[config.mk]
export PLATFORM = sky130hd
export DESIGN_NAME = or8way_self_test_vector_rom
export DESIGN_NICKNAME = d
export VERILOG_FILES = /design/src/rtl/or8way_self_test_pkg.sv /design/src/rtl/or8way_self_test_vector_rom.sv
export SDC_FILE = /design/constraint.sdc
export NUM_CORES = 1
export LEC_CHECK = 0
export CORE_AREA = 5 5 42 44
export DETAILED_ROUTE_END_ITERATION = 10
export DIE_AREA = 0 0 47 49
export PLACE_DENSITY = 0.33
export SYNTH_ARGS = -nofsm -noshare
export SYNTH_HDL_FRONTEND = slang
export SYNTH_SLANG_ARGS = --single-unit
[constraint.sdc]
create_clock -name vclk -period 1.4
set_input_delay 0.21 -clock vclk [all_inputs]
set_output_delay 0.21 -clock vclk [all_outputs]
set_load 0.01 [all_outputs]
[src/rtl/or8way_self_test_pkg.sv]
// Shared definitions for the Or8Way built-in self-test sequencer.
package or8way_self_test_pkg;

  typedef enum logic [2:0] {
    ST_IDLE   = 3'd0,
    ST_APPLY  = 3'd1,
    ST_SETTLE = 3'd2,
    ST_CHECK  = 3'd3,
    ST_DONE   = 3'd4
  } state_t;

  localparam logic [3:0] NUM_VECTORS = 4'd10;
  localparam logic [3:0] LAST_INDEX  = 4'd9;
  localparam logic [3:0] FAIL_NONE   = 4'hF;

  // Test vector for an index: walking one for 0..7, all ones for 8,
  // all zeros for 9, zero for anything out of range.
  function automatic logic [7:0] vector_of(input logic [3:0] idx);
    logic [7:0] v;
    v = 8'h00;
    if (idx < 4'd8) begin
      v = 8'h01 << idx[2:0];
    end else if (idx == 4'd8) begin
      v = 8'hFF;
    end else begin
      v = 8'h00;
    end
    return v;
  endfunction

endpackage

[src/rtl/or8way_self_test_vector_rom.sv]
// Combinational vector table: index -> stimulus vector and golden OR result.
module or8way_self_test_vector_rom
  import or8way_self_test_pkg::*;
(
  input  logic [3:0] index_i,
  output logic [7:0] vector_o,
  output logic       expected_o
);

  // Table lookup; the golden bit is the reduction-OR of the vector itself.
  always_comb begin
    vector_o   = vector_of(index_i);
    expected_o = |vector_o;
  end

endmodule

==> reports/results.md, run 1 <==
| Stage | Quantity | Value |
|---|---|---|
| status | Outcome | finished clean |
| finish | Antenna Diode Count | 0 |
| synth | Top cell type's share of synthesized area | 0.181 |
| critical path | Cell family with most CP delay | simple AND/OR/NAND/NOR gates |
| finish | Utilization after layout | 0.202 |
| place | Worst slack at placement | -0.676 ns |
| drt | Violation count after the first detailed-routing iteration | 1 |
| power | Peak supply drop | 89.8 µV |
| place | Standard cell area after detailed placement | 304 µm² |
| critical path | Worst Path Class, Setup | primary input to output pin |
| critical path | Endpoint type of the worst setup path | output pin |
| place | Number of I/O port buffers | 13 |
| synth | Area leader, netlist | xnor2_1 |
| sta | Fmax achieved | 739 MHz |
| critical path | Series of cell instances along the critical path | dlygate4sd2_1 > or4b_4 > o21ai_1 > buf_2 |
| synth | Syn nets | 26 |
| power | P per Cell Area | 272 mW/mm² |
| drt | Average vias per placed instance | 3.62 |
| sta | Final Setup Violations | 0 |
| global route | Wire length of the first global-routing pass | 779 µm |
| floorplan | Chip Width | 47 µm |
| sta | Share of the clock period used by the worst path | 0.966 |
| place | Final RePlAce weighted congestion | 0.701 |
| synth | Synth cell count leaders | 4 x nand2b_1, 4 x nor3_1, 4 x o21ai_0, 3 x xnor2_1 |
| drt | First drt pass iteration count | 2 |
| critical path | Peak per-stage delay on the critical path | 0.49 ns |
| worst hold path | Depth of the worst hold-timing path | 4 |
| floorplan | Cell row count | 14 |
| synth | Synth warn | 0 |
| critical path | Critical path required time | 1.19 ns |
| finish | Post-layout instance area | 283 µm² |
| critical path | Buffer and inverter count on the worst path | 2 |
| global route | Vias in the first global route | 185 |
| critical path | Startpoint kind of the worst setup timing path | primary input |
| floorplan | Vert. Die Dim | 49 µm |
| sta | Measured slew at the worst slew-check pin | 0.166 ns |
| drt | Detailed-route via count | 188 |
| finish | Sequential cell area in the final layout | 0 µm² |
| sta | Slew headroom | 0.889 |
| synth | Unique masters post-synth | 9 |
| critical path | Slowest library cell on the worst path | or4b_4 |
| worst hold path | Destination of the worst hold path | vector_o[3] |
| worst hold path | Tightest Hold Check Type | primary input to output pin |
| synth | Post-synthesis average cell area | 6.60 µm² |
| flow run | Count of maximum capacitance violations | 0 |
| floorplan | Io pins | 13 |
| sta | Min cycle time layout | 1.35 ns |
| sta | Unrepaired setup endpoints after global routing | false |
| place | Placed wire-length estimate | 398 µm |
| drt | Residual DRC | 0 |
| critical path | Arrival time worst endpoint | 1.14 ns |
| synth | Number of instances in the synthesized netlist | 22 |
| global route | Grt ovf | 0 |
| clock tree | Hold-fix buffer count after cts | 0 |
| drt | Antenna violation net count after detailed routing | 0 |
| synth | Register area share after synthesis | 0 |
| global route | GRT Util Overall | 0.0414 |
| sta | Number of hold violations in the final report | 0 |
| drt | Total wire length | 475 µm |
| synth | Top area cells in the synthesized netlist | xnor2_1 18%, nand2b_1 17%, nor3_1 14% |
| power | Total power | 0.0768 mW |
| clock tree | Post-CTS setup buffers | 0 |
| global route | Maximum number of pins on one net before global-route repair | 9 |
| sta | Final slew viol count | 0 |
| synth | Post-Synthesis Cell Area | 145 µm² |
| finish | Area growth from synthesis to final layout | 94.8% |
| finish | Fraction of layout instances using a drive strength above 1 | 0.389 |
| finish | Nets@finish | 42 |
| finish | Count of clock buffers in the final design | 0 |
| drt | Average detailed-routed wire length per instance | 9.13 µm |
| worst hold path | Hold Path Origin | index_i[2] |
| sta | Total negative slack for setup checks | 0 ns |
| finish | FFs & Latches | 0 |
| sta | Setup slack of the critical path after layout | 0.0473 ns |
| power | Static Leak | 0.131 nW |
| global route | Number of antenna violations at the first check in global routing | 0 |
| floorplan | Floorplan Core Area | 0.00140 mm² |
| floorplan | Die Footprint | 0.00230 mm² |
| critical path | Crit path max fanout | 4 |
| finish | Number of filler instances in the final layout | 183 |
| floorplan | Initial core utilization | 0.104 |
==> where the power goes <==
| part | leakage, nW | internal, mW | switching [mW] |
|---|---|---|---|
| clock network | 0 | 0 | 0 |
| logic | 0.131 | 0.0402 | 0.0366 |
| registers | 0 | 0 | 0 |
==> layer usage <==
metal	routed length (µm)	vias to the layer above	part of all wire	GRT usage
li1	-	103	-	-
met1	215	79	0.45	0.0630
met2	224	6	0.47	0.0656
met3	34	0	0.072	0.00369
met4	0	0	0	0
met5	0	-	0	0
==> cell type report <==
class                           count  area (µm²)  share of cell area
Multi-Input combinational cell     19         136               0.482
Timing Repair Buffer               17         126               0.447
Tap cell                           16        20.0              0.0708
==> kinds of logic (layout without fill, tap and decap cells) <==
family / after synthesis / in the layout / share of synthesized area
and+or+nand+nor: 12 / 12 / 0.534
AOI/OAI and AO/OA: 4 / 4 / 0.138
xor gates and xnor gates: 3 / 3 / 0.181
buffers and inverters: 3 / 17 / 0.147
==> what timing repair did <==
item                       in CTS  in global routing
pin swaps                       1                  1
setup endpoints to repair       9                  7
cloned                          0                  0
resized for setup              37                  4
==> metrics by stage <==
step / hold WS (ns) / instances
finish: 0.818 / 52
global route: 0.851 / 52
CTS: 0.830 / 52
detailed placement: 1.58 / 52
global placement: 1.58 / 52
floorplan: 0.471 / 22
==> cell usage in the layout, fill, tap and decap left out <==
master and n:
buf_2 5, clkbuf_2 1, buf_4 4, clkdlybuf4s15_1 4, nor3_1 3, o21ai_1 2
dlygate4sd2_1 3, nand2b_1 4, or2b_1 2, nor3_2 1, o21ai_2 2, nand2_1 1
or4b_4 1, xnor2_1 3
==> worst max path at each step <==
stage	from	endpoint	slack, ns	depth (start not counted)
CTS	index_i[1]	vector_o[5]	0.002	4
global placement	index_i[0]	vector_o[3]	-0.66	4
global route	index_i[3]	vector_o[2]	0.002	5
detailed placement	index_i[0]	vector_o[3]	-0.68	4
finish	index_i[3]	vector_o[5]	0.05	4
floorplan	index_i[1]	vector_o[3]	0.17	3
Power figures use the tool's default switching activity.
==> run 2, diff against run 1 <==
Settings changed: CAP_MARGIN set to 20.
==> results of run 2 <==
The final DEF is identical to that of run 1; final timing and power are the same.
==> run 3, diff against run 2 <==
Settings changed: CORE_AREA 5 5 42 44 to 2 2 39 41, DIE_AREA 0 0 47 49 to 0 0 41 43.
==> reports/results.md, run 3 (synthesized netlist as in run 1, its figures left out) <==
| Stage | Quantity | Value |
|---|---|---|
| worst hold path | Destination of the worst hold path | vector_o[2] |
| critical path | Slowest library cell on the worst path | or4b_4 |
| drt | Total wire length | 451 µm |
| global route | Maximum number of pins on one net before global-route repair | 9 |
| drt | Antenna violation net count after detailed routing | 0 |
| floorplan | Initial core utilization | 0.105 |
| critical path | Endpoint type of the worst setup path | output pin |
| flow run | Count of maximum capacitance violations | 0 |
| sta | Slew headroom | 0.880 |
| critical path | Critical path required time | 1.19 ns |
| clock tree | Hold-fix buffer count after cts | 0 |
| global route | Grt ovf | 0 |
| sta | Share of the clock period used by the worst path | 0.959 |
| power | Peak supply drop | 103 µV |
| place | Placed Cells incl. Taps | 52 |
| finish | Count of clock buffers in the final design | 0 |
| drt | Average vias per placed instance | 3.75 |
| finish | Area growth from synthesis to final layout | 92.2% |
| finish | Finished Layout Cells | 52 |
| critical path | Buffer and inverter count on the worst path | 2 |
| sta | Fmax achieved | 745 MHz |
| place | Final RePlAce weighted congestion | 0.574 |
| power | P per Cell Area | 278 mW/mm² |
| worst hold path | Depth of the worst hold-timing path | 4 |
| floorplan | Die Footprint | 0.00176 mm² |
| drt | Average detailed-routed wire length per instance | 8.67 µm |
| status | Outcome | finished clean |
| power | Static Leak | 0.134 nW |
| sta | Measured slew at the worst slew-check pin | 0.179 ns |
| sta | Number of hold violations in the final report | 0 |
| finish | Sequential cell area in the final layout | 0 µm² |
| sta | Final Setup Violations | 0 |
| finish | Top library cells by usage in the layout, fill and taps aside | 5 x buf_2, 4 x nand2b_1, 4 x o21ai_2, 4 x dlygate4sd2_1, 4 x buf_4 |
| critical path | Arrival time worst endpoint | 1.13 ns |
| finish | FFs & Latches | 0 |
| global route | Vias in the first global route | 154 |
| sta | Final slew viol count | 0 |
| finish | Antenna Diode Count | 0 |
| critical path | Startpoint kind of the worst setup timing path | primary input |
| finish | Nets@finish | 42 |
| floorplan | Vert. Die Dim | 43 µm |
| finish | Most common cell after layout, fill and taps aside | buf_2 |
| finish | Fraction of layout instances using a drive strength above 1 | 0.500 |
| drt | Violation count after the first detailed-routing iteration | 0 |
| floorplan | Floorplan Core Area | 0.00138 mm² |
| sta | Unrepaired setup endpoints after global routing | false |
| floorplan | Chip Width | 41 µm |
| critical path | Cell family with most CP delay | simple AND/OR/NAND/NOR gates |
| place | Placed wire-length estimate | 353 µm |
| place | Number of I/O port buffers | 13 |
| drt | Residual DRC | 0 |
| drt | Detailed-route via count | 195 |
| worst hold path | Tightest Hold Check Type | primary input to output pin |
| floorplan | Io pins | 13 |
| global route | Number of antenna violations at the first check in global routing | 0 |
| sta | Worst slack on hold paths | 0.834 ns |
| critical path | Worst Path Class, Setup | primary input to output pin |
| global route | GRT Util Overall | 0.0529 |
| critical path | Series of cell instances along the critical path | dlygate4sd2_1 > or4b_4 > o21ai_2 > buf_2 |
| sta | Min cycle time layout | 1.34 ns |
| worst hold path | Hold Path Origin | index_i[0] |
| global route | Wire length of the first global-routing pass | 710 µm |
| floorplan | Cell row count | 14 |
| critical path | Peak per-stage delay on the critical path | 0.51 ns |
| critical path | Crit path max fanout | 4 |
| drt | First drt pass iteration count | 1 |
==> run 3: worst max-delay path by stage <==
| stage | startpoint | to | slack [ns] | cells after the start |
|---|---|---|---|---|
| 3_5_place_dp | index_i[0] | vector_o[5] | -0.67 | 4 |
| 3_3_place_gp | index_i[0] | vector_o[3] | -0.65 | 4 |
| 6_report | index_i[3] | vector_o[5] | 0.06 | 4 |
| 4_1_cts | index_i[0] | vector_o[7] | 0.002 | 4 |
| 5_1_grt | index_i[3] | vector_o[5] | 0.0006 | 4 |
| 2_1_floorplan | index_i[1] | vector_o[3] | 0.17 | 3 |
==> run 3: layout make-up <==
cell class                      instances  area [µm²]
Multi-Input combinational cell         19         144
Timing Repair Buffer                   17         115
Tap cell                               16        20.0
Fill cell                             166        1100
==> run 3: metrics by stage <==
step,power (mW),util,instance area [µm²],TNS [ns],setup slack [ns]
final,0.0774,0.202,279,0,0.0572
after global routing,0.0856,0.202,279,0,0.000619
after floorplan,0.0413,-,145,0,0.166
after detailed placement,0.0873,0.220,304,-4.82,-0.672
after CTS,0.0777,0.205,284,0,0.00213
after global placement,0.0881,0.220,304,-4.83,-0.654
==> run 3: timing repair <==
action,4_1_cts,5_1_grt
pin swaps,1,1
resized for setup,37,7
setup endpoints to repair,9,4
hold endpoints to repair,0,0
buffers inserted,0,0
==> run 3: per-layer routing <==
metal | vias to the layer above | wire length, µm | global-route usage | part of all wire
li1 | 102 | - | - | -
met1 | 80 | 211 | 0.0949 | 0.47
met2 | 13 | 159 | 0.0656 | 0.35
met3 | 0 | 80 | 0.0105 | 0.18
met4 | 0 | 0 | 0 | 0
met5 | - | 0 | 0 | 0
==> run 3: where the power goes <==
part	total (mW)	internal, mW	switching (mW)
Combinational	0.0774	0.0390	0.0384
Clock	0	0	0
Sequential	0	0	0
